[config.mk]
export PLATFORM = sky130hd
export DESIGN_NAME = apu_frame_sequencer
export DESIGN_NICKNAME = d
export VERILOG_FILES = /design/src/rtl/apu_frame_pkg.sv /design/src/rtl/apu_frame_wr_delay.sv /design/src/rtl/apu_frame_sequencer.sv
export SDC_FILE = /design/constraint.sdc
export NUM_CORES = 1
export LEC_CHECK = 0
export CAP_MARGIN = 20
export CORE_ASPECT_RATIO = 0.75
export CORE_MARGIN = 5
export CORE_UTILIZATION = 25
export CTS_BUF_LIST = sky130_fd_sc_hd__clkbuf_8
export CTS_CLUSTER_DIAMETER = 200
export DETAILED_ROUTE_END_ITERATION = 7
export SETUP_SLACK_MARGIN = 0.3
export SLEW_MARGIN = 20
export SYNTH_ARGS = -nofsm -noshare
export SYNTH_HDL_FRONTEND = slang
export SYNTH_SLANG_ARGS = --single-unit
[constraint.sdc]
create_clock -name clk_in -period 6.1 [get_ports clk_in]
set_input_delay 1.22 -clock clk_in [delete_from_list [all_inputs] [get_ports clk_in]]
set_output_delay 1.22 -clock clk_in [all_outputs]
set_load 0.05 [all_outputs]
[src/rtl/apu_frame_pkg.sv]
// Frame sequencer step counts, mode type, write-delay constants and step-decode helpers.
package apu_frame_pkg;

  localparam int CNT_W = 16;

  localparam logic [CNT_W-1:0] STEP1 = 16'd7457;
  localparam logic [CNT_W-1:0] STEP2 = 16'd14913;
  localparam logic [CNT_W-1:0] STEP3 = 16'd22371;
  localparam logic [CNT_W-1:0] STEP4 = 16'd29829;
  localparam logic [CNT_W-1:0] STEP5 = 16'd37281;

  localparam logic [2:0] WR_DLY_ODD  = 3'd3;
  localparam logic [2:0] WR_DLY_EVEN = 3'd4;

  typedef enum logic {
    MODE_4STEP = 1'b0,
    MODE_5STEP = 1'b1
  } frame_mode_t;

  function automatic logic [CNT_W-1:0] final_step(input frame_mode_t mode);
    if (mode == MODE_5STEP) begin
      final_step = STEP5;
    end else begin
      final_step = STEP4;
    end
  endfunction

  function automatic logic is_quarter(input logic [CNT_W-1:0] cyc, input frame_mode_t mode);
    is_quarter = (cyc == STEP1) || (cyc == STEP2) || (cyc == STEP3) || (cyc == final_step(mode));
  endfunction

  function automatic logic is_half(input logic [CNT_W-1:0] cyc, input frame_mode_t mode);
    is_half = (cyc == STEP2) || (cyc == final_step(mode));
  endfunction

  // The IRQ is raised on the three CPU cycles straddling the 4-step final step.
  function automatic logic in_irq_window(input logic [CNT_W-1:0] cyc, input frame_mode_t mode);
    in_irq_window = (mode == MODE_4STEP) && (cyc >= (STEP4 - 16'd1)) && (cyc <= (STEP4 + 16'd1));
  endfunction

endpackage

[src/rtl/apu_frame_wr_delay.sv]
// Deferred $4017 mode/reset: holds the last write and emits a 1-clk apply strobe
// on the CPU cycle its 3/4-cycle countdown expires.
module apu_frame_wr_delay
  import apu_frame_pkg::*;
(
  input  logic        clk,
  input  logic        rst_n,
  input  logic        cpu_cycle_pulse,
  input  logic        wr,
  input  logic        parity,
  input  frame_mode_t wr_mode,
  output logic        apply,
  output frame_mode_t new_mode
);

  logic        pending_r;
  logic [2:0]  delay_r;
  frame_mode_t new_mode_r;

  // A new write always restarts the countdown; otherwise count CPU cycles until apply.
  always_ff @(posedge clk) begin
    if (!rst_n) begin
      pending_r  <= 1'b0;
      delay_r    <= 3'd0;
      new_mode_r <= MODE_4STEP;
    end else if (wr) begin
      pending_r  <= 1'b1;
      new_mode_r <= wr_mode;
      delay_r    <= parity ? WR_DLY_ODD : WR_DLY_EVEN;
    end else if (pending_r && cpu_cycle_pulse) begin
      delay_r   <= delay_r - 3'd1;
      pending_r <= (delay_r != 3'd1);
    end
  end

  assign apply    = pending_r && cpu_cycle_pulse && !wr && (delay_r == 3'd1);
  assign new_mode = new_mode_r;

endmodule

[src/rtl/apu_frame_sequencer.sv]
// APU frame counter: APU-cycle, quarter-frame and half-frame strobes plus $4017 handling.
// The frame IRQ flag and inhibit logic are built only when APU_FRAME_IRQ_EN is defined.
module apu_frame_sequencer
  import apu_frame_pkg::*;
(
  input  logic       clk_in,
  input  logic       rst_n_in,
  input  logic       cpu_cycle_pulse_in,
  input  logic       wr_in,
  input  logic [1:0] d_in,
  input  logic       irq_clear_in,
  output logic       apu_clk_out,
  output logic       eg_pulse_out,
  output logic       lc_pulse_out,
  output logic       frame_irq_out
);

  logic [CNT_W-1:0] cyc_r;
  logic [CNT_W-1:0] cyc_next_s;
  logic             parity_r;
  frame_mode_t      mode_r;
  frame_mode_t      wr_mode_s;
  frame_mode_t      new_mode_s;
  logic             apply_s;
  logic             quarter_s;
  logic             half_s;

  assign wr_mode_s = frame_mode_t'(d_in[1]);

  apu_frame_wr_delay u_wr_delay (
    .clk             (clk_in),
    .rst_n           (rst_n_in),
    .cpu_cycle_pulse (cpu_cycle_pulse_in),
    .wr              (wr_in),
    .parity          (parity_r),
    .wr_mode         (wr_mode_s),
    .apply           (apply_s),
    .new_mode        (new_mode_s)
  );

  // Step decode on the pre-increment count; an applied write overrides wrap and increment.
  always_comb begin
    quarter_s  = 1'b0;
    half_s     = 1'b0;
    cyc_next_s = cyc_r;
    if (cpu_cycle_pulse_in) begin
      quarter_s = is_quarter(cyc_r, mode_r) || (apply_s && (new_mode_s == MODE_5STEP));
      half_s    = is_half(cyc_r, mode_r) || (apply_s && (new_mode_s == MODE_5STEP));
      if (apply_s) begin
        cyc_next_s = {CNT_W{1'b0}};
      end else if (cyc_r >= (final_step(mode_r) + 16'd1)) begin
        cyc_next_s = {CNT_W{1'b0}};
      end else begin
        cyc_next_s = cyc_r + 16'd1;
      end
    end else begin
      quarter_s  = 1'b0;
      half_s     = 1'b0;
      cyc_next_s = cyc_r;
    end
  end

  // Cycle counter, CPU-cycle parity and active mode.
  always_ff @(posedge clk_in) begin
    if (!rst_n_in) begin
      cyc_r    <= {CNT_W{1'b0}};
      parity_r <= 1'b0;
      mode_r   <= MODE_4STEP;
    end else begin
      cyc_r <= cyc_next_s;
      if (cpu_cycle_pulse_in) begin
        parity_r <= ~parity_r;
      end
      if (apply_s) begin
        mode_r <= new_mode_s;
      end
    end
  end

  assign apu_clk_out  = cpu_cycle_pulse_in & parity_r;
  assign eg_pulse_out = quarter_s;
  assign lc_pulse_out = half_s;

`ifdef APU_FRAME_IRQ_EN
  logic inhibit_r;
  logic irq_r;
  logic irq_set_s;

  assign irq_set_s = cpu_cycle_pulse_in && !inhibit_r && in_irq_window(cyc_r, mode_r);

  // Inhibit tracks every $4017 write; a same-clk set beats any clear.
  always_ff @(posedge clk_in) begin
    if (!rst_n_in) begin
      inhibit_r <= 1'b0;
      irq_r     <= 1'b0;
    end else begin
      if (wr_in) begin
        inhibit_r <= d_in[0];
      end
      if (irq_set_s) begin
        irq_r <= 1'b1;
      end else if (irq_clear_in || (wr_in && d_in[0])) begin
        irq_r <= 1'b0;
      end
    end
  end

  assign frame_irq_out = irq_r;
`else
  logic unused_irq_s;
  assign unused_irq_s  = ^{d_in[0], irq_clear_in};
  assign frame_irq_out = 1'b0;
`endif

endmodule

Word-level counts from Yosys, hierarchy flattened
Index checks and enable logic that the tools add are counted.
{"block": "word_totals", "reg_bits": 23, "latchBits": 0, "mem_bits_rw": 0, "rom_bits": 0, "wordCells": 43, "mem_count": 0}
{"block": "classes", "add_sub_neg": 3, "n_mul": 0, "n_div": 0, "order_cmp": 1, "eq_ne": 6, "shift": 0, "muxes": 13, "bitwise_logic": 2, "n_reduce_logical": 12}
{"operator": "$mux W16", "count": 6}
{"operator": "$add A16 B1 Y16 const B", "count": 2}
{"operator": "$eq A16 B13 Y1 const B", "count": 1}
{"operator": "$eq A16 B14 Y1 const B", "count": 1}
{"operator": "$eq A16 B15 Y1 const B", "count": 1}
{"operator": "$eq A16 B16 Y1", "count": 1}
{"operator": "$ge A16 B16 Y1", "count": 1}
{"operator": "$mux W3", "count": 3}
{"operator": "$logic_or A1 B1 Y1", "count": 6}
{"operator": "$logic_and A1 B1 Y1", "count": 4}
{"operator": "$mux W1", "count": 4}
{"operator": "$eq A3 B1 Y1 const B", "count": 1}
{"operator": "$ne A3 B1 Y1 const B", "count": 1}
{"operator": "$sub A3 B1 Y3 const B", "count": 1}
{"operator": "$reduce_bool A2 Y1", "count": 1}
{"operator": "$and A1 B1 Y1", "count": 1}
{"operator": "$logic_not A1 Y1", "count": 1}
{"operator": "$not A1 Y1", "count": 1}

Logic depth before layout (Yosys ltp)
{"block": "logic_depth", "word_depth": 9, "depth_mapped": 8, "ltp_nobuf": 7}

By module
Synthesis repeated with hierarchy kept, for this count alone.
{"block": "unflattened", "cells_unflattened": 194, "hier_area_um2": 1644.1}
{"mod": "apu_frame_sequencer", "n_inst": 1, "cells_each": 166, "area_per_inst_um2": 1382.6}
{"mod": "apu_frame_wr_delay", "n_inst": 1, "cells_each": 28, "area_per_inst_um2": 261.5}

Worst setup path after synthesis
Ideal clock, no wire load.
{"block": "synth_path", "path_kind": "input to output", "from": "in wr_in", "to": "out eg_pulse_out", "arrival_ns": 2.840, "t_required_ns": 4.880, "path_slack_ns": 2.040, "stages": 5, "path_buffers": 1, "path_cell_list": "buf_2 -> nor4b_1 -> and2_1 -> o21a_1 -> a31o_1"}
{"block": "synth_via", "elab_chain_cells": 6}
{"item": "start: declaration", "line_no": "apu_frame_sequencer.sv:9", "text": "input logic wr_in,"}
{"item": "$logic_not A1 Y1", "line_no": "apu_frame_wr_delay.sv:36", "text": "assign apply = pending_r && cpu_cycle_pulse && !wr && (delay_r == 3'd1);"}
{"item": "$logic_and A1 B1 Y1 (2 in series)", "line_no": "apu_frame_wr_delay.sv:36"}
{"item": "$logic_and A1 B1 Y1", "line_no": "apu_frame_sequencer.sv:47", "text": "quarter_s = is_quarter(cyc_r, mode_r) || (apply_s && (new_mode_s == MODE_5STEP));"}
{"item": "$logic_or A1 B1 Y1", "line_no": "apu_frame_sequencer.sv:47"}
{"item": "$mux W1", "line_no": "apu_frame_sequencer.sv:46", "text": "if (cpu_cycle_pulse_in) begin"}
{"item": "end: declaration", "line_no": "apu_frame_sequencer.sv:13", "text": "output logic eg_pulse_out,"}
Every way passes these cells.

Final worst setup path
{"block": "layout_path", "from": "in cpu_cycle_pulse_in", "to": "out eg_pulse_out"}
{"block": "layout_via", "elab_chain_cells": 6}
{"item": "start: declaration", "line_no": "apu_frame_sequencer.sv:8", "text": "input logic cpu_cycle_pulse_in,"}
{"item": "$logic_and A1 B1 Y1 (3 in series)", "line_no": "apu_frame_wr_delay.sv:36"}
{"item": "$logic_and A1 B1 Y1", "line_no": "apu_frame_sequencer.sv:47"}
{"item": "$logic_or A1 B1 Y1", "line_no": "apu_frame_sequencer.sv:47"}
{"item": "$mux W1 (*)", "line_no": "apu_frame_sequencer.sv:46"}
Mark *: on every way between the ends. The rest lies on a longest branch, timed or not.

==> results.txt <==
RR Startpoint: mode_r$_SDFFE_PN0P_
Post-Synth XOR/XNOR Area: 2.15%
cell taking the most area after synthesis: dfxtp_1
number of global-route vias before repair: 1318
drt wl/cell: 14.1 µm
fin crit period: 4900 ps
Clock transition at path regs: 80 ps
outcome: complete, no violations
synthesized area per cell: 8.63 µm²
Post-Synthesis Cell Area: 0.00163 mm²
Rows: 25
GRT busiest layer: met1
GRT met1 Usage: 15.6%
critical path type: input port to output pin
Worst Tran Pin Value: 943 ps
Ys Warns: 0
Final HPWL DP: 2700 µm
CP max FO: 4
global route overflow: 0
Port Buffers: 7
FF-to-FF End: cyc_r[7]$_SDFFE_PN0P_
Post-synth top cells: 23 x dfxtp_1, 14 x nor2b_1, 12 x ha_1, 12 x nor3_1
Root Driver: clkbuf_8
CP top delay family: buffers and inverters
die height: 79.9 µm
cells on worst reg2reg path: 7
initial antenna violation count: 0
drc violations: 0
largest family of logic cells by synthesized area: simple AND/OR/NAND/NOR gates
Cell variety after synth: 47
layout cells sized above 1: 5.85%
Clk pwr share: 33.8%
placer congestion estimate: 0.762
setup ws final: 1200 ps
Initial Util: 25.8%
Layout area overhead: 8.83%
Mapped Nets: 208
fin nets: 208
Cell Chain, Critical Path: clkdlybuf4s50_1, nand2_1, nor4b_1, and2_1, o21a_1, a31o_1, clkdlybuf4s50_1
Sink Count: 23
pre-CTS setup slack: 1170 ps
vias per inst: 5.12
Worst EP arrival: 3680 ps
Ports: 11
worst path bufs/invs: 2
antenna-violating nets left: 0
die area: 0.00825 mm²
final setup vio count: 0
Tot GR Track Use: 10.1%
max-cap violations: 0
Critical Path Start Type: input port
most used cell, CP: clkdlybuf4s50_1
CTS tree: built
Gate power share: 11.5%
top cell type's share of synthesized area: 28.2%
Hold Path Stages: 2
DR vias: 1378
CP max stage cell: clkdlybuf4s50_1
EDFF count, synth: 0
TritonRoute pass-1 iters: 4
top-count cell post-synth: dfxtp_1
register-to-register setup slack: 3620 ps
DRT Wirelength: 3810 µm
post-cts resize count: 0
Sw Ratio: 26.4%
critical path capture point type: output pin
switching power: 0.0765 mW
Initial DRC Count: 160
first-pass GRT wire length: 6670 µm
Worst IR Drop VDD: 85.6 µV
postcts setup bufs: 0
hold_sp: u_wr_delay.pending_r$_SDFFE_PN0P_
Die W: 103 µm
Num CTS Buffers: 3
Leakage: 0.655 nW
Final period util: 80.3%
hold buffer count at cts: 0
Cell Pwr Density: 163 mW/mm²
Hold Path End: u_wr_delay.pending_r$_SDFFE_PN0P_
# fillers: 683
clock latency on the worst-skew pair: 270 ps
met2 GRT Util: 14.0%
Slew Limit Headroom: 36.9%
total core area: 0.00632 mm²
Adder-Cell Fraction of Synth Area: 9.21%
Synth Area in Compound Gates: 16.5%
RSZ-0062 raised after global routing: false
Worst Hold Class: register to register
largest net degree at the start of global routing: 28
P_int: 0.214 mW
synth top area cells: dfxtp_1 28%, ha_1 9.2%, nor2b_1 5.4%
worst-case clock buffer depth: 2
Final Hold Viols: 0
# diodes: 0
critical path required time: 4880 ps
FFs w/ async S/R, synth: 0%
Seq/Total Area, Yosys: 28.2%
mux share of post-synthesis cell area: 1.84%
H-tree depth: 1
Synth Flop Type: dfxtp_1
Synth Area in Simple Gates: 35.5%
met3 usage: 2.27%
clk_skew: 2.14 ps
Yosys reg bits: 23
sequential share of power: 54.7%
Max stage delay on crit path: 810 ps
Sum Neg Setup Slack: 0 ps
Final Max Tran Viols: 0
Max Fclk: 0.204 GHz
cells after synthesis: 189
-- cell usage in the layout, fill, tap and decap left out, types with 4 or more instances in the layout --
| cell type | instances |
|---|---|
| dfxtp_1 | 23 |
| ha_1 | 12 |
| nor2b_1 | 14 |
| inv_1 | 6 |
| nand3_1 | 9 |
| and3_1 | 9 |
| and2_1 | 8 |
| o21a_1 | 4 |
| nor2_1 | 4 |
| nand2_1 | 7 |
| nor3_1 | 12 |
| nand4_1 | 5 |
| a21oi_1 | 5 |
| clkdlybuf4s50_1 | 7 |
| o31a_1 | 8 |
-- layout make-up --
type                            instances  area, µm²  area share (%)
Clock buffer                            3       41.3            2.33
Clock inverter                          1       5.00           0.282
Inverter                                6       22.5            1.27
Multi-Input combinational cell        147       1070            60.1
Sequential cell                        23        460            26.0
Tap cell                               81        101            5.71
Timing Repair Buffer                    8       77.6            4.37
-- power by group through the flow --
stage	registers, mW	clock network [mW]	logic, mW
floorplan	0.161	0	0.0260
global placement	0.162	0	0.0333
detailed placement	0.162	0	0.0337
CTS	0.159	0.103	0.0337
global route	0.159	0.109	0.0373
finish	0.159	0.0980	0.0334
-- worst reg2reg max path, delay by kind of cell (launching register included) --
family                   cells  cell delay, ps
adder cells (fa/ha/maj)      1             320
AND/OR/NAND/NOR              3             490
buffers and inverters        1             140
AO/OA/AOI/OAI                2             950
flip-flops                   1             470
-- layer usage --
layer	vias to the layer above	wire (µm)
li1	695	-
met1	648	2040
met2	28	1560
met3	7	155
met4	0	49
met5	-	0
-- kinds of logic (layout without fill, tap and decap cells) --
logic type	Yosys count	in the layout
fa+ha+maj	12	12
flops	23	23
compound gates	35	35
mux	3	3
buf+inv	19	18
simple gates	92	92
other cells	1	1
xor+xnor	4	4
-- registers in the layout (all words and copies together), names as in the netlist --
signal and cells:
cyc_r 16, u_wr_delay.pending_r 1, u_wr_delay.new_mode 1, mode_r 1, u_wr_delay.delay_r 3, parity_r 1
-- worst max-delay path by stage --
stage	from	to	slack (ps)	cells past startpoint
after detailed placement	cpu_cycle_pulse_in	eg_pulse_out	1170	7
after floorplan	wr_in	eg_pulse_out	2040	5
after global placement	cpu_cycle_pulse_in	eg_pulse_out	1230	7
after CTS	cpu_cycle_pulse_in	eg_pulse_out	1160	7
after global routing	cpu_cycle_pulse_in	eg_pulse_out	990	7
final	cpu_cycle_pulse_in	eg_pulse_out	1200	7
-- metrics by stage --
step | hold WS, ps | total power [mW] | util [%] | area (µm²) | cells
5_1_grt | 577 | 0.305 | 28.1 | 1770 | 269
3_3_place_gp | 541 | 0.195 | 27.3 | 1730 | 265
6_report | 561 | 0.290 | 28.1 | 1770 | 269
3_5_place_dp | 548 | 0.196 | 27.3 | 1730 | 265
4_1_cts | 568 | 0.296 | 28.1 | 1770 | 269
2_1_floorplan | 496 | 0.187 | - | 1630 | 189
(Power assumes the default switching activity.)
